### config.mk
export PLATFORM = sky130hd
export DESIGN_NAME = fft_mag_peak
export DESIGN_NICKNAME = d
export VERILOG_FILES = /design/src/rtl/fft_mag_peak.sv
export SDC_FILE = /design/constraint.sdc
export NUM_CORES = 1
export LEC_CHECK = 0
export BUFFER_PORTS_ARGS = -buffer_cell sky130_fd_sc_hd__buf_4
export CORE_AREA = 4 4 243 245
export DETAILED_ROUTE_END_ITERATION = 7
export DIE_AREA = 0 0 247 249
export PLACE_DENSITY = 0.46
export SLEW_MARGIN = 15
export SYNTH_ARGS = -nofsm -noshare
export SYNTH_HDL_FRONTEND = slang
export SYNTH_SLANG_ARGS = --single-unit
### constraint.sdc
create_clock -name clk -period 18.6 [get_ports clk]
set_clock_uncertainty 0.05 [all_clocks]
set_input_delay 3.72 -clock clk [delete_from_list [all_inputs] [get_ports clk]]
set_output_delay 3.72 -clock clk [all_outputs]
set_load 0.02 [all_outputs]
### src/rtl/fft_mag_peak.sv
// Squared-magnitude writer for one FFT frame: streams |X[k]|^2 bytewise
// into BRAM port B and reports the strongest bin of the frame.
module fft_mag_peak #(
    parameter int WIDTH     = 8,
    parameter int DECIMAL   = 4,
    parameter int FFTN      = 8,
    parameter int BASE_ADDR = 100
) (
    input  logic                  clk,
    input  logic                  rst_n,
    input  logic                  start,
    input  logic [7:0]            frame_idx,
    input  logic [FFTN*WIDTH-1:0] fr_in,
    input  logic [FFTN*WIDTH-1:0] fi_in,
    output logic                  busy,
    output logic                  done,
    output logic [15:0]           mem_addr,
    output logic [7:0]            mem_din,
    output logic                  mem_wen,
    output logic [7:0]            peak_bin,
    output logic [2*WIDTH-1:0]    peak_mag
);

    localparam int B  = 2 * WIDTH / 8;
    localparam int BW = (B > 1) ? $clog2(B) : 1;
    localparam int KW = (FFTN > 1) ? $clog2(FFTN) : 1;
    localparam int MW = 2 * WIDTH;

    localparam logic [BW-1:0] B_LAST = BW'(B - 1);
    localparam logic [KW-1:0] K_LAST = KW'(FFTN - 1);

    typedef enum logic [1:0] {
        IDLE,
        CALC,
        WRITE,
        FIN
    } state_t;

    state_t                state_q, state_d;
    logic [FFTN*WIDTH-1:0] fr_q, fr_d;
    logic [FFTN*WIDTH-1:0] fi_q, fi_d;
    logic [7:0]            frame_q, frame_d;
    logic [KW-1:0]         k_q, k_d;
    logic [BW-1:0]         b_q, b_d;
    logic [MW-1:0]         mag_q, mag_d;
    logic [MW-1:0]         best_mag_q, best_mag_d;
    logic [KW-1:0]         best_bin_q, best_bin_d;
    logic                  busy_q, busy_d;
    logic                  done_q, done_d;
    logic [15:0]           mem_addr_q, mem_addr_d;
    logic [7:0]            mem_din_q, mem_din_d;
    logic                  mem_wen_q, mem_wen_d;
    logic [7:0]            peak_bin_q, peak_bin_d;
    logic [MW-1:0]         peak_mag_q, peak_mag_d;

    logic signed [WIDTH-1:0] re_s, im_s;
    logic signed [MW-1:0]    re_sq, im_sq;
    logic [MW-1:0]           mag_calc;
    logic [BW-1:0]           b_nx;

    // Wraps modulo 2^16 naturally because every term is 16 bits wide.
    function automatic logic [15:0] byte_addr(
        input logic [7:0]    fidx,
        input logic [KW-1:0] k,
        input logic [BW-1:0] b
    );
        return 16'(BASE_ADDR)
             + (16'(fidx) * 16'(FFTN) + 16'(k)) * 16'(B)
             + 16'(b);
    endfunction

    // Each square is non-negative and at most 2^(2W-2), so the sum fits.
    always_comb begin
        re_s     = fr_q[k_q*WIDTH +: WIDTH];
        im_s     = fi_q[k_q*WIDTH +: WIDTH];
        re_sq    = re_s * re_s;
        im_sq    = im_s * im_s;
        mag_calc = $unsigned(re_sq) + $unsigned(im_sq);
        b_nx     = b_q + 1'b1;
    end

    always_comb begin
        state_d    = state_q;
        fr_d       = fr_q;
        fi_d       = fi_q;
        frame_d    = frame_q;
        k_d        = k_q;
        b_d        = b_q;
        mag_d      = mag_q;
        best_mag_d = best_mag_q;
        best_bin_d = best_bin_q;
        busy_d     = busy_q;
        done_d     = 1'b0;
        mem_addr_d = mem_addr_q;
        mem_din_d  = mem_din_q;
        mem_wen_d  = 1'b0;
        peak_bin_d = peak_bin_q;
        peak_mag_d = peak_mag_q;

        unique case (state_q)
            IDLE: begin
                if (start) begin
                    state_d    = CALC;
                    fr_d       = fr_in;
                    fi_d       = fi_in;
                    frame_d    = frame_idx;
                    k_d        = '0;
                    best_mag_d = '0;
                    best_bin_d = '0;
                    busy_d     = 1'b1;
                end
            end
            CALC: begin
                mag_d = mag_calc;
                if (k_q == '0 || mag_calc > best_mag_q) begin
                    best_mag_d = mag_calc;
                    best_bin_d = k_q;
                end
                state_d    = WRITE;
                b_d        = '0;
                mem_wen_d  = 1'b1;
                mem_addr_d = byte_addr(frame_q, k_q, '0);
                mem_din_d  = mag_calc[7:0];
            end
            WRITE: begin
                if (b_q == B_LAST) begin
                    if (k_q == K_LAST) begin
                        state_d    = FIN;
                        done_d     = 1'b1;
                        busy_d     = 1'b0;
                        peak_bin_d = 8'(best_bin_q);
                        peak_mag_d = best_mag_q;
                    end else begin
                        k_d     = k_q + 1'b1;
                        state_d = CALC;
                    end
                end else begin
                    b_d        = b_nx;
                    mem_wen_d  = 1'b1;
                    mem_addr_d = byte_addr(frame_q, k_q, b_nx);
                    mem_din_d  = mag_q[8*b_nx +: 8];
                end
            end
            FIN: begin
                state_d = IDLE;
            end
            default: begin
                state_d = IDLE;
            end
        endcase
    end

    always_ff @(posedge clk) begin
        if (!rst_n) begin
            state_q    <= IDLE;
            fr_q       <= '0;
            fi_q       <= '0;
            frame_q    <= '0;
            k_q        <= '0;
            b_q        <= '0;
            mag_q      <= '0;
            best_mag_q <= '0;
            best_bin_q <= '0;
            busy_q     <= 1'b0;
            done_q     <= 1'b0;
            mem_addr_q <= '0;
            mem_din_q  <= '0;
            mem_wen_q  <= 1'b0;
            peak_bin_q <= '0;
            peak_mag_q <= '0;
        end else begin
            state_q    <= state_d;
            fr_q       <= fr_d;
            fi_q       <= fi_d;
            frame_q    <= frame_d;
            k_q        <= k_d;
            b_q        <= b_d;
            mag_q      <= mag_d;
            best_mag_q <= best_mag_d;
            best_bin_q <= best_bin_d;
            busy_q     <= busy_d;
            done_q     <= done_d;
            mem_addr_q <= mem_addr_d;
            mem_din_q  <= mem_din_d;
            mem_wen_q  <= mem_wen_d;
            peak_bin_q <= peak_bin_d;
            peak_mag_q <= peak_mag_d;
        end
    end

    assign busy     = busy_q;
    assign done     = done_q;
    assign mem_addr = mem_addr_q;
    assign mem_din  = mem_din_q;
    assign mem_wen  = mem_wen_q;
    assign peak_bin = peak_bin_q;
    assign peak_mag = peak_mag_q;

endmodule

### Word level (Yosys, flattened, before mapping)

Index checks and enable logic that the tools add are counted.

* register bits: 223
* input bits: 139
* word-level logic and storage cells: 78

* add/sub/neg operators: 6
* $mul: 2
* magnitude comparators: 1
* equality and inequality tests: 10
* shifts and indexed selects: 3
* multiplexer cells: 26
* reductions and logical operators: 14

Operators with widths (count)
* 64-bit by 7-bit indexed part select with 8-bit output: 2
* 16-bit one-hot mux with 2 select lines: 2
* 16-bit 2-to-1 mux: 3
* 8-bit by 8-bit multiplier with 16-bit output: 2
* 16-bit adder: 1
* 16-bit > comparator: 1
* 8-bit one-hot mux with 2 select lines: 1
* 16-bit by 5-bit indexed part select with 8-bit output: 1
* 14-bit by 1-bit adder with 15-bit output: 1
* 7-bit by 13-bit adder with 14-bit output (first input constant): 1
* 11-bit by 3-bit adder with 12-bit output: 1
* 3-bit 2-to-1 mux: 4
* 2-bit inequality test (second input constant): 6
* 3-bit one-hot mux with 2 select lines: 2
* 3-bit AND reduction: 3
* 8-bit 2-to-1 mux: 1
* 2-bit one-hot mux with 4 select lines: 1
* 4-bit AND reduction: 2
* 1-bit 2-to-1 mux: 6
* 2-bit 2-to-1 mux: 3
* 1-bit one-hot mux with 2 select lines: 3
* 2-bit AND reduction: 3
* 2-bit nonzero test: 3
* 2-bit equality test (second input constant): 2
* other kinds (7): 7

### Depth between registers and ports, before layout

Gate-level depths: netlist (run 1).

* depth after elaboration: 7
* depth in mapped cells: 36
* depth with buffers taken out: 32

### Worst setup path after synthesis (run 1)

OpenSTA, ideal clock, no wires.

* path kind: flip-flop to flip-flop
* start: reg k_q[0]
* end: reg best_mag_q[5]
* arrival time: 7.933 ns
* required time: 18.491 ns
* path slack: 10.558 ns
* stages on the path, launching flop included: 33
* path buffers: 4
* cells stage by stage: dfxtp_1 > buf_6 > buf_6 > buf_4 > mux4_2 > mux2i_2 > or2_1 > inv_1 > fa_1 > inv_1 > fa_1 > fa_1 > inv_1 > fa_1 > fa_1 > inv_1 > fa_1 > inv_1 > ha_1 > o21a_1 > o21a_1 > and3_1 > a221o_1 > xor2_1 > ha_1 > nand4_1 > nor2_1 > o21ai_0 > a31o_2 > a31oi_1 > buf_2 > mux2i_1 > and2_1

* word-level cells in the longest chain between the ends: 7
* elaborated cells between the ends (all ways): 12

Ends and longest elaborated chain
* from (decl): RTL line 43 `logic [KW-1:0] k_q, k_d;`
* from (signal assigned): RTL line 176 `k_q <= k_d;`
* 64-bit by 7-bit indexed part select with 8-bit output (on tied branches): RTL line 74, 75
* 8-bit by 8-bit multiplier with 16-bit output (on tied branches): RTL line 76, 77
* 16-bit adder (*): RTL line 78 `mag_calc = $unsigned(re_sq) + $unsigned(im_sq);`
* via mag_calc[12]: RTL line 58 `logic [MW-1:0] mag_calc;`
* 16-bit > comparator (*): RTL line 115 `if (k_q == '0 || mag_calc > best_mag_q) begin`
* 1-bit logical OR (*): RTL line 115
* 2-bit inequality test (no source line) (*)
* 3-bit AND reduction (no source line) (*)
* to (signal assigned): RTL line 179 `best_mag_q <= best_mag_d;`
* to (decl): RTL line 46 `logic [MW-1:0] best_mag_q, best_mag_d;`

The timed path passes the listed nets; every way through them passes the cells marked *. The select of a mux whose other input is x is not followed.
A chain may end at the register's enable or synchronous reset.

### Worst setup path in the final report (run 1)

* start: reg k_q[0]
* end: reg best_mag_q[2]

Same word-level chain as after synthesis.

==> results of run 1 <==
==> registers in the layout, indices dropped and copies added (netlist names), 2 cells and up <==
name / cells
frame_q: 8
mem_addr: 13
k_q: 3
best_mag_q: 16
mem_din: 8
state_q: 2
best_bin_q: 3
peak_mag: 16
fr_q: 64
fi_q: 64
mag_q: 8
peak_bin: 3
==> cell usage after synthesis, types with 3 or more instances <==
master    instances  area share
inv_1           163       0.043
ha_1             77       0.068
o21a_1           10      0.0053
nand2b_1          8      0.0035
and2_1           11      0.0049
o221ai_1          6      0.0037
xor2_1            6      0.0037
nand2_1         349       0.093
nor3_1            5      0.0018
buf_4            10      0.0053
nand3_1          13      0.0046
a22oi_1           3      0.0016
nor2b_1          22      0.0097
nand4_1           9      0.0040
o21ai_0          18      0.0064
buf_6             4      0.0032
a21oi_1          18      0.0064
a21boi_0        161       0.086
mux2i_2           7      0.0068
o211a_1           6      0.0042
nor2_1           78       0.021
inv_2             7      0.0019
mux4_2           32       0.051
mux2i_1          22       0.016
buf_2             6      0.0021
or2_2             9      0.0040
a21o_1            9      0.0048
clkbuf_1         65       0.017
mux2i_4           9       0.014
buf_1             6      0.0016
fa_1            113        0.16
and3_1            7      0.0031
dfxtp_1         212        0.30
xnor2_1          26       0.016
==> cells by family (layout without fill, tap and decap cells) <==
logic type                 after synthesis  count (layout)  synth area share
and+or+nand+nor                        518             518             0.152
AOI/OAI and AO/OA                      255             255             0.132
xor gates and xnor gates                34              34            0.0226
muxes                                   72              72            0.0896
DFF                                    212             212             0.300
other                                    1               8          0.000265
adders and majority gates              190             190             0.228
buffers and inverters                  261             406            0.0746
==> metrics by stage <==
step / cells / utilization
after CTS: 2460 / 0.297
after global placement: 2416 / 0.283
after detailed placement: 2416 / 0.283
after floorplan: 1550 / -
final: 2460 / 0.297
after global routing: 2460 / 0.297
==> final cells by class <==
class,instances,area share
multi-input cells,1077,0.523
flip-flops and latches,212,0.250
repair buffers,192,0.0849
well taps,765,0.0564
clock buffers,36,0.0422
inverters,170,0.0376
clock inverters,8,0.00575
==> power by group <==
group	internal, mW	switching, mW
sequential	0.541	0.0523
combinational	0.451	0.672
clock	0.294	0.194
total	1.29	0.919
==> layer usage <==
layer,routed length [um],GRT usage,up-vias,share of wire
met3,1660,0.0188,47,0.043
met4,820,0.0290,0,0.021
met5,0,0,-,0
met1,18300,0.174,5130,0.48
met2,17600,0.200,186,0.46
li1,-,-,5239,-
==> critical path: cells and delay by family (launching register included) <==
kind | cells | cell delay [ns]
xor+xnor | 1 | 0.20
compound gates | 6 | 1.79
buf+inv | 6 | 0.84
mux | 3 | 1.48
flops | 1 | 0.48
simple gates | 5 | 0.81
fa+ha+maj | 8 | 3.70
==> worst paths after layout <==
kind	startpoint	depth (start not counted)	endpoint	slack (ns)
setup / recovery	k_q[0]$_SDFFE_PN0P_	29	best_mag_q[2]$_SDFFE_PN0P_	9.14
hold / removal	fi_q[20]$_SDFFE_PN0P_	2	fi_q[20]$_SDFFE_PN0P_	0.41
setup reg to reg	k_q[0]$_SDFFE_PN0P_	29	best_mag_q[2]$_SDFFE_PN0P_	9.14
hold reg to reg	fi_q[20]$_SDFFE_PN0P_	2	fi_q[20]$_SDFFE_PN0P_	0.41
==> results.py, run 1 <==
metrics = {
    "floorplan": {
        "fp.dieW_um": 247,
        "die_height_um": 249,
        "coreArea_um2": 57100,
        "start_util": 0.247,
        "io_pins": 190,
        "rows": 88,
        "die_area_um2": 61500,
    },
    "place": {
        "dp_slack_ns": 9.04,
        "place.gp.congestion": 0.824,
        "place_hpwl_um": 29900,
        "placed_area_um2": 16200,
        "place.port_buffers": 181,
    },
    "logic_synthesis": {
        "synth_cell_types": 62,
        "syn_inst": 1543,
        "async_reset_ff_frac": 0,
        "dominantRegCellSynth": "dfxtp_1",
        "synthesis.area_um2": 14100,
        "synth_seq_area_share": 0.300,
        "synth_edf_count": 0,
        "yosysWarnings": 0,
        "synth.avg_cell_area_um2": 9.16,
        "ys_ff_latch": 212,
    },
    "run": {
        "drv_cap": 0,
    },
    "sta": {
        "slew_headroom": 0.326,
        "fmax_mhz": 106,
        "post-route-min-period_ns": 9.46,
        "hold_viol": 0,
        "drv_slew": 0,
        "fin_crit_sh": 0.509,
        "setup_tns_ns": 0,
        "timing.final.ws_setup_ns": 9.14,
        "hold_ws_ns": 0.410,
        "worst_slew_pin_slew_ns": 1.01,
        "rsz0062_at_grt": "false",
        "final-setup-viol-count": 0,
    },
    "detailed_routing": {
        "vias_per_cell": 4.31,
        "drt_iter0_drc": 471,
        "wl_per_cell_um": 15.6,
        "dr_total_vias": 10600,
        "ant_nets": 0,
        "firstDrtPassIters": 4,
        "wl_um": 38400,
        "drc_errors": 0,
    },
    "power_and_ir_drop": {
        "ir_worst_vdd_v": 0.0000842,
        "power_leakage_nw": 7.20,
        "p_total_mw": 2.20,
        "power.density_nw_per_um2": 130,
    },
    "finish": {
        "fin_area_um2": 17000,
        "mostFrequentLayoutCells": "348 x nand2_1, 209 x dfxtp_1, 192 x buf_4, 163 x inv_1, 161 x a21boi_0",
        "multi_input_area_um2": 8890,
        "fillers": 6047,
        "regArea_um2": 4250,
        "layout_commonest_cell": "nand2_1",
        "area_delta_synth_final_pct": 20.2,
        "antennaDiodeCount": 0,
        "drive_gt1_frac": 0.182,
        "nets": 2007,
    },
    "worst_setup_path": {
        "critPathMaxStageDelay_ns": 0.76,
        "cp-start-kind": "register",
        "crit_top_cell": "fa_1",
        "end_kind": "register",
        "cp_data_required_time_ns": 19.03,
        "cpMaxStageDelayCell": "a31oi_4",
        "arrival_ns": 9.89,
        "worst-setup-path-type": "reg -> reg",
        "worstPathMaxFanout": 30,
    },
    "global_routing": {
        "grt_max_degree": 102,
        "antenna_found_initial": 1,
        "gr-total-overflow": 0,
        "grt_pass1_vias": 11200,
        "grt_pass1_wl_um": 61300,
        "grtUsageTotal": 0.124,
    },
    "clock_tree": {
        "path_clk_slew_ns": 0.06,
        "clk_latency_ns": 0.54,
        "tritoncts_num_sinks": 212,
        "holdBufCountCts": 0,
        "cts_made_buffers": 25,
        "cts_tree": "yes",
        "htree_levels": 1,
        "cts_max_path_buffers": 3,
        "post_cts_buffers": 0,
        "cts_resized": 0,
        "root_buffer": "clkbuf_16",
    },
    "run_status": {
        "status": "finished clean",
    },
    "hold_path": {
        "hold_class": "reg -> reg",
    },
}
No activity file was read; power rests on OpenSTA's default activity.
==> run 2: changes to the inputs <==
clock period = 8.9 ns   (was 18.6 ns; I/O delays follow)
==> run 2 against run 1 <==
  * Clock-buffer cell count fell by 3
  * Non-clock buffer count rose by 16
  * Sequential share of layout area fell by 0.14 points
  * Die area did not move
  * Worst hold slack improved by 0.00057 ns
  * Power rose by 110%
  * Critical path type unchanged
==> results.py, run 2 (synthesized netlist as in run 1, its figures left out) <==
metrics = {
    "place": {
        "place.port_buffers": 181,
        "dp_cells": 2432,
        "placed_area_um2": 16300,
        "place.gp.congestion": 0.822,
        "place_hpwl_um": 30500,
    },
    "detailed_routing": {
        "vias_per_cell": 4.27,
        "dr_total_vias": 10500,
        "wl_um": 38700,
        "wl_per_cell_um": 15.7,
        "ant_nets": 0,
        "drt_iter0_drc": 417,
        "drc_errors": 0,
        "firstDrtPassIters": 5,
    },
    "floorplan": {
        "die_area_um2": 61500,
        "fp.dieW_um": 247,
        "coreArea_um2": 57100,
        "rows": 88,
        "start_util": 0.247,
        "io_pins": 190,
        "die_height_um": 249,
    },
    "clock_tree": {
        "cts_tree": "yes",
        "root_buffer": "clkbuf_16",
        "clk_latency_ns": 0.55,
        "cts_made_buffers": 25,
        "htree_levels": 1,
        "post_cts_buffers": 0,
        "path_clk_slew_ns": 0.06,
        "cts_max_path_buffers": 3,
        "tritoncts_num_sinks": 212,
    },
    "power_and_ir_drop": {
        "p_int_mw": 2.67,
        "p_clk_frac": 0.208,
        "netSwitchingPower_mw": 1.91,
        "ir_worst_vdd_v": 0.000161,
        "power.density_nw_per_um2": 268,
        "power_leakage_nw": 7.25,
        "seq_power_share": 0.271,
        "switching_share": 0.417,
        "combPwrFrac": 0.521,
    },
    "sta": {
        "hold_ws_ns": 0.411,
        "worst_slew_pin_slew_ns": 1.16,
        "final-setup-viol-count": 0,
        "hold_viol": 0,
        "fmax_mhz": 121,
        "slew_headroom": 0.224,
        "rsz0062_at_grt": "false",
        "drv_slew": 0,
        "post-route-min-period_ns": 8.23,
        "setup_tns_ns": 0,
        "fin_crit_sh": 0.925,
    },
    "worst_setup_path": {
        "worstPathMaxFanout": 30,
        "worst-path-buf-inv": 5,
        "crit_top_cell": "fa_1",
        "r2r_end": "best_mag_q[11]$_SDFFE_PN0P_",
        "worst-r2r-cell-count": 28,
        "cpMaxStageDelayCell": "nor2_1",
        "critPathMaxStageDelay_ns": 0.65,
        "cp-start-kind": "register",
        "cp_num_cells": 28,
        "cp_data_required_time_ns": 9.34,
        "worst-setup-path-type": "reg -> reg",
        "arrival_ns": 8.67,
        "reg2reg_from": "k_q[0]$_SDFFE_PN0P_",
        "critPathTopFamily": "adder cells",
        "r2r_slack_ns": 0.67,
        "end_kind": "register",
    },
    "finish": {
        "nets": 2023,
        "fillers": 6036,
        "mostFrequentLayoutCells": "348 x nand2_1, 209 x dfxtp_1, 205 x buf_4, 163 x inv_1, 161 x a21boi_0",
        "multi_input_area_um2": 8890,
        "fin_cells": 2471,
        "area_delta_synth_final_pct": 20.9,
        "fin_area_um2": 17100,
        "layout_commonest_cell": "nand2_1",
        "top_regs": "fi_q: 64 flops, fr_q: 64 flops",
        "antennaDiodeCount": 0,
        "drive_gt1_frac": 0.189,
        "regArea_um2": 4250,
    },
    "global_routing": {
        "grt_pass1_vias": 11100,
        "gr-total-overflow": 0,
        "grt_max_degree": 113,
        "grtUsageTotal": 0.125,
        "grt_pass1_wl_um": 61900,
        "antenna_found_initial": 0,
    },
    "hold_path": {
        "min_from": "fr_q[55]$_SDFFE_PN0P_",
        "hold_class": "reg -> reg",
        "hold-path-endpoint": "fr_q[55]$_SDFFE_PN0P_",
        "whs_path_depth": 2,
    },
    "run_status": {
        "status": "finished clean",
    },
    "run": {
        "drv_cap": 0,
    },
}
## run 2: cell types whose count changed in the layout (fill, tap and decap cells not counted), moves of 2 or more
cell       delta
buf_12        +3
buf_4        +13
bufinv_16     -2
clkbuf_1      -3
## run 2: metal layers
| layer | share of wire | vias up | track usage |
|---|---|---|---|
| met3 | 0.037 | 38 | 0.0180 |
| li1 | - | 5264 | - |
| met5 | 0 | - | 0 |
| met2 | 0.47 | 180 | 0.205 |
| met4 | 0.018 | 0 | 0.0261 |
| met1 | 0.48 | 5059 | 0.175 |
## run 2: what timing repair did
action,4_1_cts,5_1_grt
gates resized for setup,0,2
hold buffers,0,0
setup endpoints to repair,0,6
## run 2: how the worst max path moves through the flow
stage | endpoint | slack [ns] | start
after floorplan | best_mag_q[5]$_SDFFE_PN0P_ | 0.86 | k_q[0]$_SDFFE_PN0P_
after global placement | best_mag_q[11]$_SDFFE_PN0P_ | 0.51 | k_q[0]$_SDFFE_PN0P_
after detailed placement | best_mag_q[11]$_SDFFE_PN0P_ | 0.42 | k_q[0]$_SDFFE_PN0P_
after CTS | best_mag_q[11]$_SDFFE_PN0P_ | 0.39 | k_q[0]$_SDFFE_PN0P_
after global routing | best_bin_q[0]$_SDFFE_PN0P_ | 0.12 | k_q[0]$_SDFFE_PN0P_
final | best_mag_q[11]$_SDFFE_PN0P_ | 0.67 | k_q[0]$_SDFFE_PN0P_
## run 2: worst reg2reg max path: cells and delay by family, from the launching register on
kind	cells	cell delay, ns
simple gates	5	1.23
flops	1	0.35
fa+ha+maj	8	3.80
xor+xnor	1	0.19
compound gates	7	1.35
buf+inv	5	0.78
mux	2	0.41
## run 2: final cells by class
| class | count | share of cell area |
|---|---|---|
| multi-input cells | 1077 | 0.520 |
| flip-flops and latches | 212 | 0.249 |
| repair buffers | 208 | 0.0936 |
| well taps | 765 | 0.0560 |
| clock buffers | 33 | 0.0413 |
| inverters | 170 | 0.0374 |
| clock inverters | 6 | 0.00278 |
## run 2: stage by stage
stage	utilization	power, mW	setup WS (ns)
5_1_grt	0.299	5.00	0.118
2_1_floorplan	-	2.95	0.858
3_3_place_gp	0.286	3.68	0.512
3_5_place_dp	0.286	3.68	0.419
6_report	0.299	4.58	0.668
4_1_cts	0.299	4.66	0.389
## run 2: power groups by stage
stage	Sequential [mW]	Clock, mW	Combinational (mW)
floorplan	1.26	0	1.69
global placement	1.26	0	2.41
detailed placement	1.26	0	2.42
CTS	1.24	0.989	2.43
global route	1.26	1.02	2.72
finish	1.24	0.955	2.39
==> run 3: changes to the inputs <==
CORE_AREA = 4 4 223 268   (was 4 4 243 245)
DIE_AREA = 0 0 227 272   (was 0 0 247 249)
HOLD_SLACK_MARGIN = 0.1   (was unset)
SKIP_LAST_GASP = 1   (was unset)
==> run 3 against run 2 <==
  * Combinational power hardly changed
  * Utilization is 0.10 points higher
  * First-iteration DRC count is 1.7% lower
  * Clock power is 14% higher
  * Largest cell class unchanged
  * Power is 3.0% higher
  * Critical endpoint is now best_mag_q[14]$_SDFFE_PN0P_
  * Die area is 0.39% higher
  * Via count is 0.61% higher
  * Global-route usage is 0.17 points higher
  * Worst hold slack hardly changed
  * Wire length is 2.5% higher
  * Fmax is 1.8% lower
==> results.py, run 3 (synthesized netlist as in run 1, its figures left out) <==
metrics = {
    "run_status": {
        "status": "finished clean",
    },
    "clock_tree": {
        "path_clk_slew_ns": 0.06,
        "cts_max_path_buffers": 3,
        "tritoncts_num_sinks": 212,
        "cts_made_buffers": 24,
        "cts_tree": "yes",
        "post_cts_buffers": 0,
        "holdBufCountCts": 0,
        "root_buffer": "clkbuf_16",
        "cts_resized": 0,
        "htree_levels": 1,
        "clk_latency_ns": 0.55,
    },
    "detailed_routing": {
        "dr_total_vias": 10600,
        "vias_per_cell": 4.34,
        "drc_errors": 0,
        "firstDrtPassIters": 6,
        "drt_iter0_drc": 410,
        "wl_um": 39700,
        "wl_per_cell_um": 16.2,
        "ant_nets": 0,
    },
    "worst_setup_path": {
        "cp-start-kind": "register",
        "worst-setup-path-type": "reg -> reg",
        "worst-path-buf-inv": 6,
        "critPathMaxStageDelay_ns": 0.64,
        "end_kind": "register",
        "critPathTopFamily": "adder cells",
        "arrival_ns": 8.78,
        "cp_data_required_time_ns": 9.30,
        "cpMaxStageDelayCell": "dfxtp_2",
        "crit_top_cell": "fa_1",
        "worstPathMaxFanout": 22,
    },
    "global_routing": {
        "grt_pass1_vias": 11200,
        "gr-total-overflow": 0,
        "grt_max_degree": 103,
        "grtUsageTotal": 0.127,
        "antenna_found_initial": 0,
        "grt_pass1_wl_um": 62200,
    },
    "floorplan": {
        "die_height_um": 272,
        "start_util": 0.248,
        "fp.dieW_um": 227,
        "io_pins": 190,
        "coreArea_um2": 57100,
        "die_area_um2": 61700,
        "rows": 96,
    },
    "place": {
        "place.gp.congestion": 0.824,
        "place_hpwl_um": 31400,
        "dp_cells": 2398,
        "place.port_buffers": 181,
    },
    "power_and_ir_drop": {
        "switching_share": 0.414,
        "netSwitchingPower_mw": 1.95,
        "combPwrFrac": 0.505,
        "power_leakage_nw": 7.28,
        "p_int_mw": 2.76,
        "ir_worst_vdd_v": 0.000171,
        "seq_power_share": 0.264,
        "power.density_nw_per_um2": 276,
        "p_clk_frac": 0.231,
    },
    "sta": {
        "drv_slew": 0,
        "rsz0062_at_grt": "false",
        "setup_tns_ns": 0,
        "fin_crit_sh": 0.942,
        "slew_headroom": 0.374,
        "worst_slew_pin_slew_ns": 0.938,
        "fmax_mhz": 119,
        "post-route-min-period_ns": 8.38,
        "hold_viol": 0,
        "final-setup-viol-count": 0,
    },
    "finish": {
        "drive_gt1_frac": 0.190,
        "top_regs": "fi_q: 64 flops, fr_q: 64 flops",
        "antennaDiodeCount": 0,
        "mostFrequentLayoutCells": "348 x nand2_1, 209 x dfxtp_1, 203 x buf_4, 163 x inv_1, 161 x a21boi_0",
        "layout_commonest_cell": "nand2_1",
        "fin_cells": 2442,
        "area_delta_synth_final_pct": 21.1,
        "nets": 2018,
    },
    "hold_path": {
        "hold_class": "reg -> reg",
    },
    "run": {
        "drv_cap": 0,
    },
}
run 3: layer usage:
layer  share of wire  GRT usage  vias to the layer above
met5               0          0                        -
met4           0.024     0.0352                        0
met3           0.034     0.0175                       35
met2            0.50      0.221                      182
met1            0.44      0.164                     5117
li1                -          -                     5271
run 3: area by class of cell:
class	count	area, um^2
fill	6011	39900
multi-input combinational	1077	8890
sequential	212	4250
timing repair buffer	204	1540
tap	735	920
clock buffer	32	681
inverter	170	638
clock inverter	12	195
run 3: worst min-delay path: stages (launching register included):
cell and delay, ns:
dfxtp_1 0.30, nand2_1 0.04, a21boi_0 0.06
run 3: stage by stage:
stage	area (um^2)	utilization	hold slack [ns]	power [mW]	setup WS (ns)
2_1_floorplan	14200	-	0.390	2.95	0.858
3_3_place_gp	16200	0.284	0.400	3.66	0.446
3_5_place_dp	16200	0.284	0.407	3.68	0.370
4_1_cts	17100	0.300	0.416	4.80	0.343
5_1_grt	17100	0.300	0.436	5.13	0.0450
6_report	17100	0.300	0.411	4.72	0.517
run 3: worst paths after layout:
kind              cells past startpoint            startpoint  slack (ns)                          end
setup / recovery                     29   k_q[1]$_SDFFE_PN0P_        0.52  best_mag_q[14]$_SDFFE_PN0P_
hold / removal                        2  fr_q[8]$_SDFFE_PN0P_        0.41         fr_q[8]$_SDFFE_PN0P_
setup reg to reg                     29   k_q[1]$_SDFFE_PN0P_        0.52  best_mag_q[14]$_SDFFE_PN0P_
hold reg to reg                       2  fr_q[8]$_SDFFE_PN0P_        0.41         fr_q[8]$_SDFFE_PN0P_
run 3: power groups by stage:
stage | Clock, mW | Sequential [mW] | Combinational (mW)
after floorplan | 0 | 1.26 | 1.69
after global placement | 0 | 1.26 | 2.39
after detailed placement | 0 | 1.27 | 2.41
after CTS | 1.13 | 1.25 | 2.42
after global routing | 1.17 | 1.27 | 2.70
final | 1.09 | 1.24 | 2.38
